File: src/rtl/series_job_dispatcher.sv
// Job FIFO plus single-job issue FSM in front of the series evaluator engine.
// Each accepted job gets exactly one tagged response, returned in FIFO order.
module series_job_dispatcher #(
  parameter int unsigned DEPTH   = 4,
  parameter int unsigned TAG_W   = 4,
  parameter int unsigned TIMEOUT = 255
) (
  input  logic             clk,
  input  logic             reset,
  input  logic             req_valid,
  output logic             req_ready,
  input  logic [7:0]       req_x,
  input  logic [2:0]       req_n,
  input  logic [TAG_W-1:0] req_tag,
  output logic             eng_start,
  output logic [7:0]       eng_x,
  output logic [2:0]       eng_n,
  input  logic             eng_valid,
  input  logic [31:0]      eng_result,
  input  logic             eng_overflow,
  input  logic             eng_error,
  output logic             rsp_valid,
  input  logic             rsp_ready,
  output logic [31:0]      rsp_result,
  output logic [1:0]       rsp_status,
  output logic [TAG_W-1:0] rsp_tag,
  output logic             busy
);

  localparam int unsigned PTR_W = $clog2(DEPTH);
  localparam int unsigned CNT_W = PTR_W + 1;
  localparam int unsigned ENT_W = 8 + 3 + TAG_W;

  typedef enum logic [1:0] {S_IDLE, S_LAUNCH, S_WAIT, S_RESP} state_e;
  typedef enum logic [1:0] {ST_OK = 2'b00, ST_OVF = 2'b01, ST_ERR = 2'b10, ST_TMO = 2'b11} status_e;

  logic [ENT_W-1:0] mem_q [DEPTH];
  logic [ENT_W-1:0] mem_d [DEPTH];
  logic [PTR_W-1:0] wr_ptr_q, wr_ptr_d;
  logic [PTR_W-1:0] rd_ptr_q, rd_ptr_d;
  logic [CNT_W-1:0] count_q, count_d;

  state_e           state_q, state_d;
  logic [7:0]       x_q, x_d;
  logic [2:0]       n_q, n_d;
  logic [TAG_W-1:0] tag_q, tag_d;
  logic             ovf_q, ovf_d;
  logic             err_q, err_d;
  logic [15:0]      tmo_q, tmo_d;
  logic [31:0]      result_q, result_d;
  status_e          status_q, status_d;

  logic             push, pop, fifo_empty;
  logic             ovf_now, err_now, tmo_hit;
  logic [ENT_W-1:0] head;

  // Ready depends only on the registered count, never on this cycle's pop.
  assign req_ready = (count_q != CNT_W'(DEPTH));

  always_comb begin
    fifo_empty = (count_q == '0);
    push       = req_valid && req_ready;
    pop        = (state_q == S_IDLE) && !fifo_empty;
    head       = mem_q[rd_ptr_q];
    mem_d      = mem_q;
    if (push) begin
      mem_d[wr_ptr_q] = {req_x, req_n, req_tag};
    end
    wr_ptr_d = push ? wr_ptr_q + PTR_W'(1) : wr_ptr_q;
    rd_ptr_d = pop  ? rd_ptr_q + PTR_W'(1) : rd_ptr_q;
    count_d  = count_q;
    case ({push, pop})
      2'b10:   count_d = count_q + CNT_W'(1);
      2'b01:   count_d = count_q - CNT_W'(1);
      default: count_d = count_q;
    endcase
  end

  always_comb begin
    state_d  = state_q;
    x_d      = x_q;
    n_d      = n_q;
    tag_d    = tag_q;
    ovf_d    = ovf_q;
    err_d    = err_q;
    tmo_d    = tmo_q;
    result_d = result_q;
    status_d = status_q;
    // Flags arriving in the capture cycle still count toward the status.
    ovf_now  = ovf_q | eng_overflow;
    err_now  = err_q | eng_error;
    tmo_hit  = ((tmo_q + 16'd1) == 16'(TIMEOUT));
    case (state_q)
      S_IDLE: begin
        if (!fifo_empty) begin
          {x_d, n_d, tag_d} = head;
          state_d = S_LAUNCH;
        end
      end
      S_LAUNCH: begin
        ovf_d   = 1'b0;
        err_d   = 1'b0;
        tmo_d   = '0;
        state_d = S_WAIT;
      end
      S_WAIT: begin
        ovf_d = ovf_now;
        err_d = err_now;
        tmo_d = tmo_q + 16'd1;
        if (eng_valid) begin
          result_d = err_now ? '0 : eng_result;
          status_d = err_now ? ST_ERR : (ovf_now ? ST_OVF : ST_OK);
          state_d  = S_RESP;
        end else if (tmo_hit) begin
          result_d = '0;
          status_d = ST_TMO;
          state_d  = S_RESP;
        end
      end
      S_RESP: begin
        if (rsp_ready) begin
          state_d = S_IDLE;
        end
      end
      default: state_d = S_IDLE;
    endcase
  end

  always_ff @(posedge clk) begin
    mem_q <= mem_d;
  end

  always_ff @(posedge clk) begin
    if (!reset) begin
      wr_ptr_q <= '0;
      rd_ptr_q <= '0;
      count_q  <= '0;
      state_q  <= S_IDLE;
      x_q      <= '0;
      n_q      <= '0;
      tag_q    <= '0;
      ovf_q    <= 1'b0;
      err_q    <= 1'b0;
      tmo_q    <= '0;
      result_q <= '0;
      status_q <= ST_OK;
    end else begin
      wr_ptr_q <= wr_ptr_d;
      rd_ptr_q <= rd_ptr_d;
      count_q  <= count_d;
      state_q  <= state_d;
      x_q      <= x_d;
      n_q      <= n_d;
      tag_q    <= tag_d;
      ovf_q    <= ovf_d;
      err_q    <= err_d;
      tmo_q    <= tmo_d;
      result_q <= result_d;
      status_q <= status_d;
    end
  end

  assign eng_start  = (state_q == S_LAUNCH);
  assign eng_x      = x_q;
  assign eng_n      = n_q;
  assign rsp_valid  = (state_q == S_RESP);
  assign rsp_result = result_q;
  assign rsp_status = status_q;
  assign rsp_tag    = tag_q;
  assign busy       = (state_q != S_IDLE) || !fifo_empty;

endmodule

File: config.mk
export PLATFORM = sky130hd
export DESIGN_NAME = series_job_dispatcher
export DESIGN_NICKNAME = d
export VERILOG_FILES = /design/src/rtl/series_job_dispatcher.sv
export SDC_FILE = /design/constraint.sdc
export NUM_CORES = 1
export LEC_CHECK = 0
export ABC_AREA = 1
export CAP_MARGIN = 5
export CELL_PAD_IN_SITES_DETAIL_PLACEMENT = 1
export CELL_PAD_IN_SITES_GLOBAL_PLACEMENT = 1
export CORE_ASPECT_RATIO = 1.2
export CORE_UTILIZATION = 39
export CTS_CLUSTER_DIAMETER = 80
export DETAILED_ROUTE_END_ITERATION = 6
export PLACE_DENSITY_LB_ADDON = 0.1
export SYNTH_ARGS = -nofsm -noshare
export SYNTH_HDL_FRONTEND = slang
export SYNTH_SLANG_ARGS = --single-unit
File: constraint.sdc
create_clock -name clk -period 3 [get_ports clk]
set_input_delay 0.6 -clock clk [delete_from_list [all_inputs] [get_ports clk]]
set_output_delay 0.6 -clock clk [all_outputs]
set_load 0.01 [all_outputs]
==> results of run 1 <==
==> cell families (layout without fill, tap and decap cells) <==
family	count (synthesis)	after routing	share of synthesized area, %
buf+inv	82	199	6.13
compound gates	133	133	12.2
fa+ha+maj	13	13	2.95
flops	136	136	57.7
simple gates	272	272	21.1
==> worst min path at each step <==
stage                              start        endpoint  slack, ns  cells past startpoint
after floorplan               count_q[0]      count_q[0]       0.42                      1
after global placement        count_q[0]      count_q[0]       0.44                      1
after detailed placement  rsp_result[25]  rsp_result[25]       0.46                      2
after CTS                 rsp_result[11]  rsp_result[11]       0.46                      2
after global routing       rsp_result[1]   rsp_result[1]       0.48                      2
final                     rsp_result[27]  rsp_result[27]       0.46                      2
==> placed cells by master (no fill, tap or decap), types with 2 or more instances in the layout <==
cell type / synthesis / final
nand2_1: 114 / 114
ha_1: 12 / 12
nand3_1: 24 / 24
clkdlybuf4s50_1: 0 / 106
a31oi_1: 15 / 15
clkbuf_1: 29 / 2
inv_1: 44 / 44
nand2_2: 2 / 2
nor2_2: 4 / 5
o21ai_0: 57 / 57
nand3_2: 2 / 2
clkinv_4: 0 / 3
nand4_1: 39 / 39
nand3b_1: 3 / 3
clkinv_1: 2 / 3
buf_4: 0 / 14
dfxtp_1: 76 / 76
a21oi_2: 2 / 2
clkinv_2: 0 / 4
clkbuf_16: 0 / 17
nor2_4: 2 / 2
bufinv_16: 0 / 2
nor2_1: 80 / 79
a21oi_1: 56 / 56
edfxtp_1: 60 / 60
==> per-layer routing <==
metal	up-vias	part of all wire, %	GRT usage, %
li1	2383	-	-
met4	0	2.0	9.06
met5	-	0	0
met1	2390	40	22.6
met2	102	54	40.5
met3	26	3.5	4.17
==> critical path: stages, from the launching register on <==
cell and delay (ns):
dfxtp_1 0.39, inv_1 0.10, ha_1 0.22, nand4_1 0.15
clkdlybuf4s50_1 0.58
==> layout make-up <==
type,count,area share [%]
Sequential cell,136,44.0
Multi-Input combinational cell,418,27.6
Timing Repair Buffer,121,15.7
Clock buffer,20,5.91
Tap cell,175,2.90
Inverter,46,2.28
Clock inverter,12,1.67
==> through the flow <==
step	hold WS, ns	instances
after floorplan	0.422	636
after global placement	0.437	896
after detailed placement	0.455	896
after CTS	0.463	928
after global routing	0.481	928
final	0.462	928
==> power by group <==
group / internal (µW) / switching, µW / total [µW]
sequential: 2180 / 103 / 2280
clock: 1240 / 785 / 2030
combinational: 579 / 1020 / 1600
==> sequential cells by signal, indices dropped and copies added (netlist names) <==
name and flops:
count_q 3, eng_n 3, eng_x 8, err_q 1, mem_q 60, ovf_q 1
rd_ptr_q 2, rsp_result 32, rsp_status 2, rsp_tag 4, state_q 2, tmo_q 16
wr_ptr_q 2
==> impl_metrics.py, run 1 <==
metrics = {
    "status": {
        "status": "finished, final reports clean",
    },
    "detailed_routing": {
        "vias": 4901,
        "wl_um": 15600,
        "routedWlPerCell_um": 16.8,
        "antenna_left": 0,
        "drt_pass1_iterations": 4,
        "viasPerCell": 5.28,
        "drtIter0Drc": 162,
        "drc": 0,
    },
    "global_routing": {
        "antenna_found_initial": 0,
        "grt_overflow": 0,
        "gr-usage-all-layers_pct": 21.2,
        "grt_pass1_vias": 5107,
        "grt_max_degree": 48,
        "grt_pass1_wl_um": 24900,
    },
    "place": {
        "port_buffers": 106,
        "place_area_um2": 6990,
        "gp_congestion": 0.744,
        "hpwl_um": 10300,
        "post-place-ws_ns": 0.475,
    },
    "timing": {
        "min_period_over_period_pct": 82.1,
        "max_slew_margin_pct": 41.0,
        "finalHoldViolCount": 0,
        "finalSetupTns_ns": 0,
        "max_freq_mhz": 406,
        "min_period_ns": 2.46,
        "skew_ns": 0.00726,
        "finalSetupViolCount": 0,
        "tightest_slew_ns": 0.883,
        "rsz0062_at_grt": "false",
        "slew_viol_final": 0,
        "timing.final.ws_setup_ns": 0.537,
    },
    "clocking": {
        "cts_tree": "built",
        "ctsResizeCount": 0,
        "path_clk_slew_ns": 0.06,
        "htree_levels": 4,
        "clk_latency_ns": 0.42,
        "post_cts_buffers": 0,
        "cts_root_buf": "clkbuf_16",
        "cts_made_buffers": 17,
        "cts_sinks": 136,
        "clockBufferDepth": 2,
        "cts-hold-fix-buffers": 0,
    },
    "yosys": {
        "yosysWarnings": 0,
        "synth_common_cells": "114 x nand2_1, 80 x nor2_1, 76 x dfxtp_1, 60 x edfxtp_1, 57 x o21ai_0",
        "synthFlopType": "dfxtp_1",
        "yosysSeqAreaShare_pct": 57.7,
        "syn_nets": 703,
        "yosys_register_bits": 136,
        "syn-instance-count": 636,
        "synth_area_leader_cell": "edfxtp_1",
        "synth_area_leaders": "edfxtp_1 31%, dfxtp_1 26%, nand2_1 7.4%, nor2_1 5.2%, o21ai_0 5.0%",
        "synth_area_per_cell_um2": 9.06,
        "async_reset_ff_share_pct": 0,
        "syn_area_um2": 5760,
        "synth_edf_count": 60,
        "synth_most_common_cell": "nand2_1",
        "synth.distinct_cells": 27,
        "netlist.area_leader.share_pct": 31.3,
    },
    "setup_path": {
        "setup.worst_path.start": "state_q[1]",
        "timing.rr.end": "rsp_result[7]",
        "crit_type": "register to output pin",
        "rrSetupSlack_ns": 0.73,
        "reg2reg_from": "tmo_q[1]",
        "crit_arrival_ns": 1.86,
        "crit_fanout": 4,
        "cp-end-kind": "output pin",
        "crit_end": "busy",
        "worstRegToRegCells": 12,
        "worstPathRequired_ns": 2.40,
        "start_kind": "register",
    },
    "worst_hold_path": {
        "min_path_type": "register to register",
    },
    "cells_and_area": {
        "drive_gt1_share_pct": 7.70,
        "final_core_util_pct": 52.4,
        "n_antenna_cell": 0,
        "area_growth_pct": 31.3,
        "final_nets": 807,
        "register_area_um2": 3320,
        "multiInputGateArea_um2": 2090,
        "fin_area_um2": 7560,
        "n_fill_cell": 1671,
    },
    "power_and_ir_drop": {
        "p_total_uw": 5910,
        "leakage_uw": 0.00270,
        "powerDensity_nw_per_um2": 781,
        "max-vdd-ir-drop_mv": 0.419,
    },
    "floorplanning": {
        "dieArea_um2": 15300,
        "die_w_um": 113,
        "fp.dieH_um": 135,
        "initial_core_util_pct": 40.0,
        "core-area_um2": 14400,
        "ios": 107,
        "placementRows": 48,
    },
    "flow_run": {
        "maxCapViolCount": 0,
    },
}
Note: power is estimated with default switching activity, not from simulation.
==> run 2: changes to the inputs <==
- clock period: 3 -> 2.35 ns (I/O delays scaled with it)
==> run 2 against run 1 <==
Compared with the run above: setup slack worse by 0.27 ns; clock power up 39%; first-iteration DRC count up 50%; routed wire length up 3.2%; clock skew down 0.0025 ns; critical endpoint is now rsp_result[14]; highest routed layer unchanged.
==> impl_metrics.py, run 2 (same netlist as run 1, synthesis figures left out) <==
metrics = {
    "power_and_ir_drop": {
        "max-vdd-ir-drop_mv": 0.651,
        "switchingPower_uw": 2490,
        "p_int_uw": 5330,
        "powerDensity_nw_per_um2": 1020,
        "power.share.sequential_pct": 37.3,
        "leakage_uw": 0.00272,
        "p_total_uw": 7820,
        "comb_power_share_pct": 26.6,
        "swShare_pct": 31.9,
        "p_clk_share_pct": 36.2,
    },
    "timing": {
        "skew_ns": 0.00472,
        "min_period_over_period_pct": 88.6,
        "whs_ns": 0.458,
        "finalSetupTns_ns": 0,
        "tightest_slew_ns": 0.892,
        "min_period_ns": 2.08,
        "rsz0062_at_grt": "false",
        "finalSetupViolCount": 0,
        "max_slew_margin_pct": 40.5,
        "timing.final.ws_setup_ns": 0.268,
        "max_freq_mhz": 480,
        "slew_viol_final": 0,
        "finalHoldViolCount": 0,
    },
    "setup_path": {
        "critPathMaxStageDelay_ns": 0.37,
        "worstPathCellList": "ha_2, nand3_1, nor2_2, nand3_1, nand2_1, nand3_1, nor2_1, nand3_2, nand2_2, nand2_8, nand2_1, a21oi_1",
        "crit_top_cell": "nand3_1",
        "start_kind": "register",
        "cp-end-kind": "register",
        "worstPathRequired_ns": 2.65,
        "cpMaxStageDelayCell": "dfxtp_1",
        "crit_type": "register to register",
        "crit_fanout": 34,
        "crit_arrival_ns": 2.38,
    },
    "floorplanning": {
        "ios": 107,
        "core-area_um2": 14400,
        "initial_core_util_pct": 40.0,
        "fp.dieH_um": 135,
        "dieArea_um2": 15300,
        "die_w_um": 113,
        "placementRows": 48,
    },
    "flow_run": {
        "maxCapViolCount": 0,
    },
    "detailed_routing": {
        "antenna_left": 0,
        "dr.max_layer_used": "met4",
        "drtIter0Drc": 243,
        "vias": 4911,
        "drt-met1-wl_um": 6530,
        "drt_pass1_iterations": 4,
        "wl_met2_um": 8620,
        "drc": 0,
        "routedWlPerCell_um": 17.3,
        "dr_wl_met3_um": 630,
        "viasPerCell": 5.28,
        "wl_um": 16100,
    },
    "place": {
        "port_buffers": 106,
        "placed_cells": 898,
        "post-place-ws_ns": 0.124,
        "hpwl_um": 10400,
        "gp_congestion": 0.774,
    },
    "clocking": {
        "cts_sinks": 136,
        "clk_latency_ns": 0.42,
        "htree_levels": 4,
        "path_clk_slew_ns": 0.06,
        "clockBufferDepth": 2,
        "cts_made_buffers": 17,
        "cts_root_buf": "clkbuf_16",
        "cts_tree": "built",
        "cts-hold-fix-buffers": 0,
    },
    "status": {
        "status": "finished, final reports clean",
    },
    "cells_and_area": {
        "fin_cells": 930,
        "drive_gt1_share_pct": 8.34,
        "top_register": "mem_q",
        "n_antenna_cell": 0,
        "register_area_um2": 3320,
        "multiInputGateArea_um2": 2100,
        "final_nets": 809,
        "largest_reg_flops": 60,
        "mostFrequentLayoutCells": "114 x nand2_1, 105 x clkdlybuf4s50_1, 79 x nor2_1",
        "mostFrequentLayoutCell": "nand2_1",
        "area_growth_pct": 32.7,
        "n_fill_cell": 1644,
    },
    "global_routing": {
        "grt_pass1_wl_um": 25600,
        "grt_overflow": 0,
        "antenna_found_initial": 0,
        "grt_max_degree": 48,
        "gr-usage-all-layers_pct": 22.0,
        "grt_pass1_vias": 5145,
    },
    "worst_hold_path": {
        "min_path_type": "register to register",
    },
}
==> run 2: worst paths after layout <==
path	slack, ns	end	start	cells past startpoint
setup reg to reg	0.27	rsp_result[14]	tmo_q[0]	12
hold reg to reg	0.46	rsp_status[1]	rsp_status[1]	2
setup / recovery	0.27	rsp_result[14]	tmo_q[0]	12
hold / removal	0.46	rsp_status[1]	rsp_status[1]	2
==> run 2: critical path, delay by kind of cell, from the launching register on <==
family | cells | cell delay, ns
AOI/OAI and AO/OA | 1 | 0.07
DFF | 1 | 0.37
and+or+nand+nor | 10 | 1.26
adders and majority gates | 1 | 0.23
==> run 2: cell type report <==
type / count / area share, %
multi-input cells: 418 / 27.4
clock buffers: 19 / 5.66
well taps: 175 / 2.86
clock inverters: 13 / 2.54
repair buffers: 123 / 15.7
flip-flops and latches: 136 / 43.5
inverters: 46 / 2.26
==> run 2: per-stage QoR <==
stage / area, µm² / utilization, %
final: 7640 / 53.0
after global routing: 7640 / 53.0
after CTS: 7630 / 52.9
after global placement: 7000 / 48.6
after floorplan: 5760 / -
after detailed placement: 7000 / 48.6
==> run 2: power groups by stage <==
stage                     combinational (µW)  sequential [µW]  clock, µW
after detailed placement                2080             2960          0
after floorplan                         1180             2980          0
after CTS                               2110             2910       2890
final                                   2080             2910       2830
after global routing                    2310             2940       2970
after global placement                  1990             2950          0
==> run 2: what timing repair did <==
| item | in CTS | in global routing |
|---|---|---|
| buffers inserted | 0 | 0 |
| setup endpoints to repair | 0 | 33 |
| gates resized for setup | 0 | 4 |
==> run 2: routing by layer <==
layer  vias to the layer above  GRT usage (%)
li1                       2386              -
met1                      2394           23.9
met2                       107           41.9
met3                        24           4.62
met4                         0           7.89
met5                         -              0
==> run 3: changes to the inputs <==
- CORE_UTILIZATION: 39 -> 35
- clock period: 2.35 -> 1.9 ns (I/O delays scaled with it)
==> run 3 against run 2 <==
Compared with the run above: the flow now finishes with violations (negative setup slack); routed wire length increased by 5.6%; clock power rose by 19%; clock skew up 0.0080 ns; first-iteration DRC count is 17% lower; largest cell class unchanged; largest power group unchanged; highest routed layer unchanged.
==> impl_metrics.py, run 3 (same netlist as run 1, synthesis figures left out) <==
metrics = {
    "cells_and_area": {
        "mostFrequentLayoutCell": "clkdlybuf4s50_1",
        "mostFrequentLayoutCells": "102 x clkdlybuf4s50_1, 87 x nand2_1, 75 x nor2_1",
        "area_growth_pct": 44.0,
        "largest_reg_flops": 60,
        "fin_cells": 1016,
        "top_register": "mem_q",
        "n_antenna_cell": 0,
        "drive_gt1_share_pct": 19.8,
        "fin_area_um2": 8290,
        "n_fill_cell": 1831,
        "final_nets": 858,
    },
    "timing": {
        "tightest_slew_ns": 0.895,
        "whs_ns": 0.461,
        "slew_viol_final": 0,
        "min_period_over_period_pct": 105,
        "skew_ns": 0.0127,
        "finalSetupViolCount": 35,
        "finalSetupTns_ns": -2.39,
        "max_freq_mhz": 502,
        "max_slew_margin_pct": 40.3,
        "rsz0062_at_grt": "true",
        "finalHoldViolCount": 0,
        "timing.final.ws_setup_ns": -0.0915,
        "min_period_ns": 1.99,
    },
    "setup_path": {
        "setup.worst_path.start": "tmo_q[1]",
        "crit_fanout": 9,
        "crit_arrival_ns": 2.30,
        "worstPathRequired_ns": 2.21,
        "start_kind": "register",
        "reg2reg_from": "tmo_q[1]",
        "cp-end-kind": "register",
        "crit_type": "register to register",
    },
    "floorplanning": {
        "die_w_um": 119,
        "ios": 107,
        "placementRows": 51,
        "fp.dieH_um": 143,
        "core-area_um2": 16100,
        "initial_core_util_pct": 35.7,
        "dieArea_um2": 17000,
    },
    "global_routing": {
        "gr-usage-all-layers_pct": 20.8,
        "grt_pass1_wl_um": 27200,
        "grt_pass1_vias": 5527,
        "grt_overflow": 0,
        "antenna_found_initial": 0,
        "grt_max_degree": 48,
    },
    "clocking": {
        "clockBufferDepth": 2,
        "cts_root_buf": "clkbuf_16",
        "cts-hold-fix-buffers": 0,
        "cts_made_buffers": 17,
        "cts_sinks": 136,
        "clk_latency_ns": 0.43,
        "htree_levels": 4,
        "path_clk_slew_ns": 0.06,
        "cts_tree": "built",
    },
    "place": {
        "placed_cells": 970,
        "gp_congestion": 0.757,
        "place_area_um2": 7350,
        "hpwl_um": 10800,
        "port_buffers": 106,
    },
    "flow_run": {
        "maxCapViolCount": 0,
    },
    "detailed_routing": {
        "viasPerCell": 5.06,
        "vias": 5136,
        "drc": 0,
        "antenna_left": 0,
        "drtIter0Drc": 201,
        "drt_pass1_iterations": 4,
        "routedWlPerCell_um": 16.8,
        "wl_um": 17000,
    },
    "status": {
        "status": "finished with violations",
        "violations": "negative setup slack",
    },
    "worst_hold_path": {
        "min_path_type": "register to register",
        "hp-start": "rsp_result[30]",
    },
    "power_and_ir_drop": {
        "leakage_uw": 0.00300,
        "p_total_uw": 9840,
        "powerDensity_nw_per_um2": 1190,
        "max-vdd-ir-drop_mv": 0.744,
    },
}
[run 3: what timing repair did]
action / CTS / global route
cloned: 4 / 1
endpoints found under the setup margin: 41 / 38
setup buffers: 4 / 5
resized for setup: 56 / 13
pin swaps: 14 / 8
[run 3: metrics by stage]
step           setup slack, ns  utilization (%)
3_3_place_gp            -0.320             45.5
2_1_floorplan          0.00653                -
6_report               -0.0915             51.4
3_5_place_dp            -0.375             45.5
5_1_grt                 -0.260             51.4
4_1_cts                 -0.124             50.9
[run 3: worst paths after layout]
kind / to / slack, ns / cells past startpoint
worst min register to register: rsp_result[30] / 0.46 / 2
worst max register to register: rsp_result[8] / -0.09 / 12
worst min-delay path: rsp_result[30] / 0.46 / 2
worst max-delay path: rsp_result[8] / -0.09 / 12
[run 3: layout make-up]
type                    count  area (µm²)  area share (%)
flip-flops and latches    136        3330            40.2
multi-input cells         423        2360            28.4
repair buffers            167        1560            18.9
clock buffers              17         425            5.13
well taps                 212         265            3.20
clock inverters            15         175            2.11
inverters                  46         173            2.08
[run 3: power by group]
| part | switching (µW) | internal, µW |
|---|---|---|
| Sequential | 164 | 3440 |
| Combinational | 1790 | 1070 |
| Clock | 1310 | 2070 |
[run 3: layer usage]
layer  GRT usage (%)  vias to the layer above  routed length, µm
met5               0                        -                  0
met2            39.1                      101               9210
met4            8.99                        0                379
li1                -                     2496                  -
met3            4.81                       28                564
met1            22.1                     2511               6880
[run 3: critical path, stage by stage, from the launching register on]
cell	delay [ns]
dfxtp_2	0.35
buf_4	0.13
nand3_2	0.11
nor2_4	0.23
nand2_1	0.08
nand2_1	0.10
nand3_1	0.09
nor2_2	0.18
nand3_4	0.13
nand2_8	0.20
nand2_8	0.12
nand2_1	0.09
a21oi_1	0.06
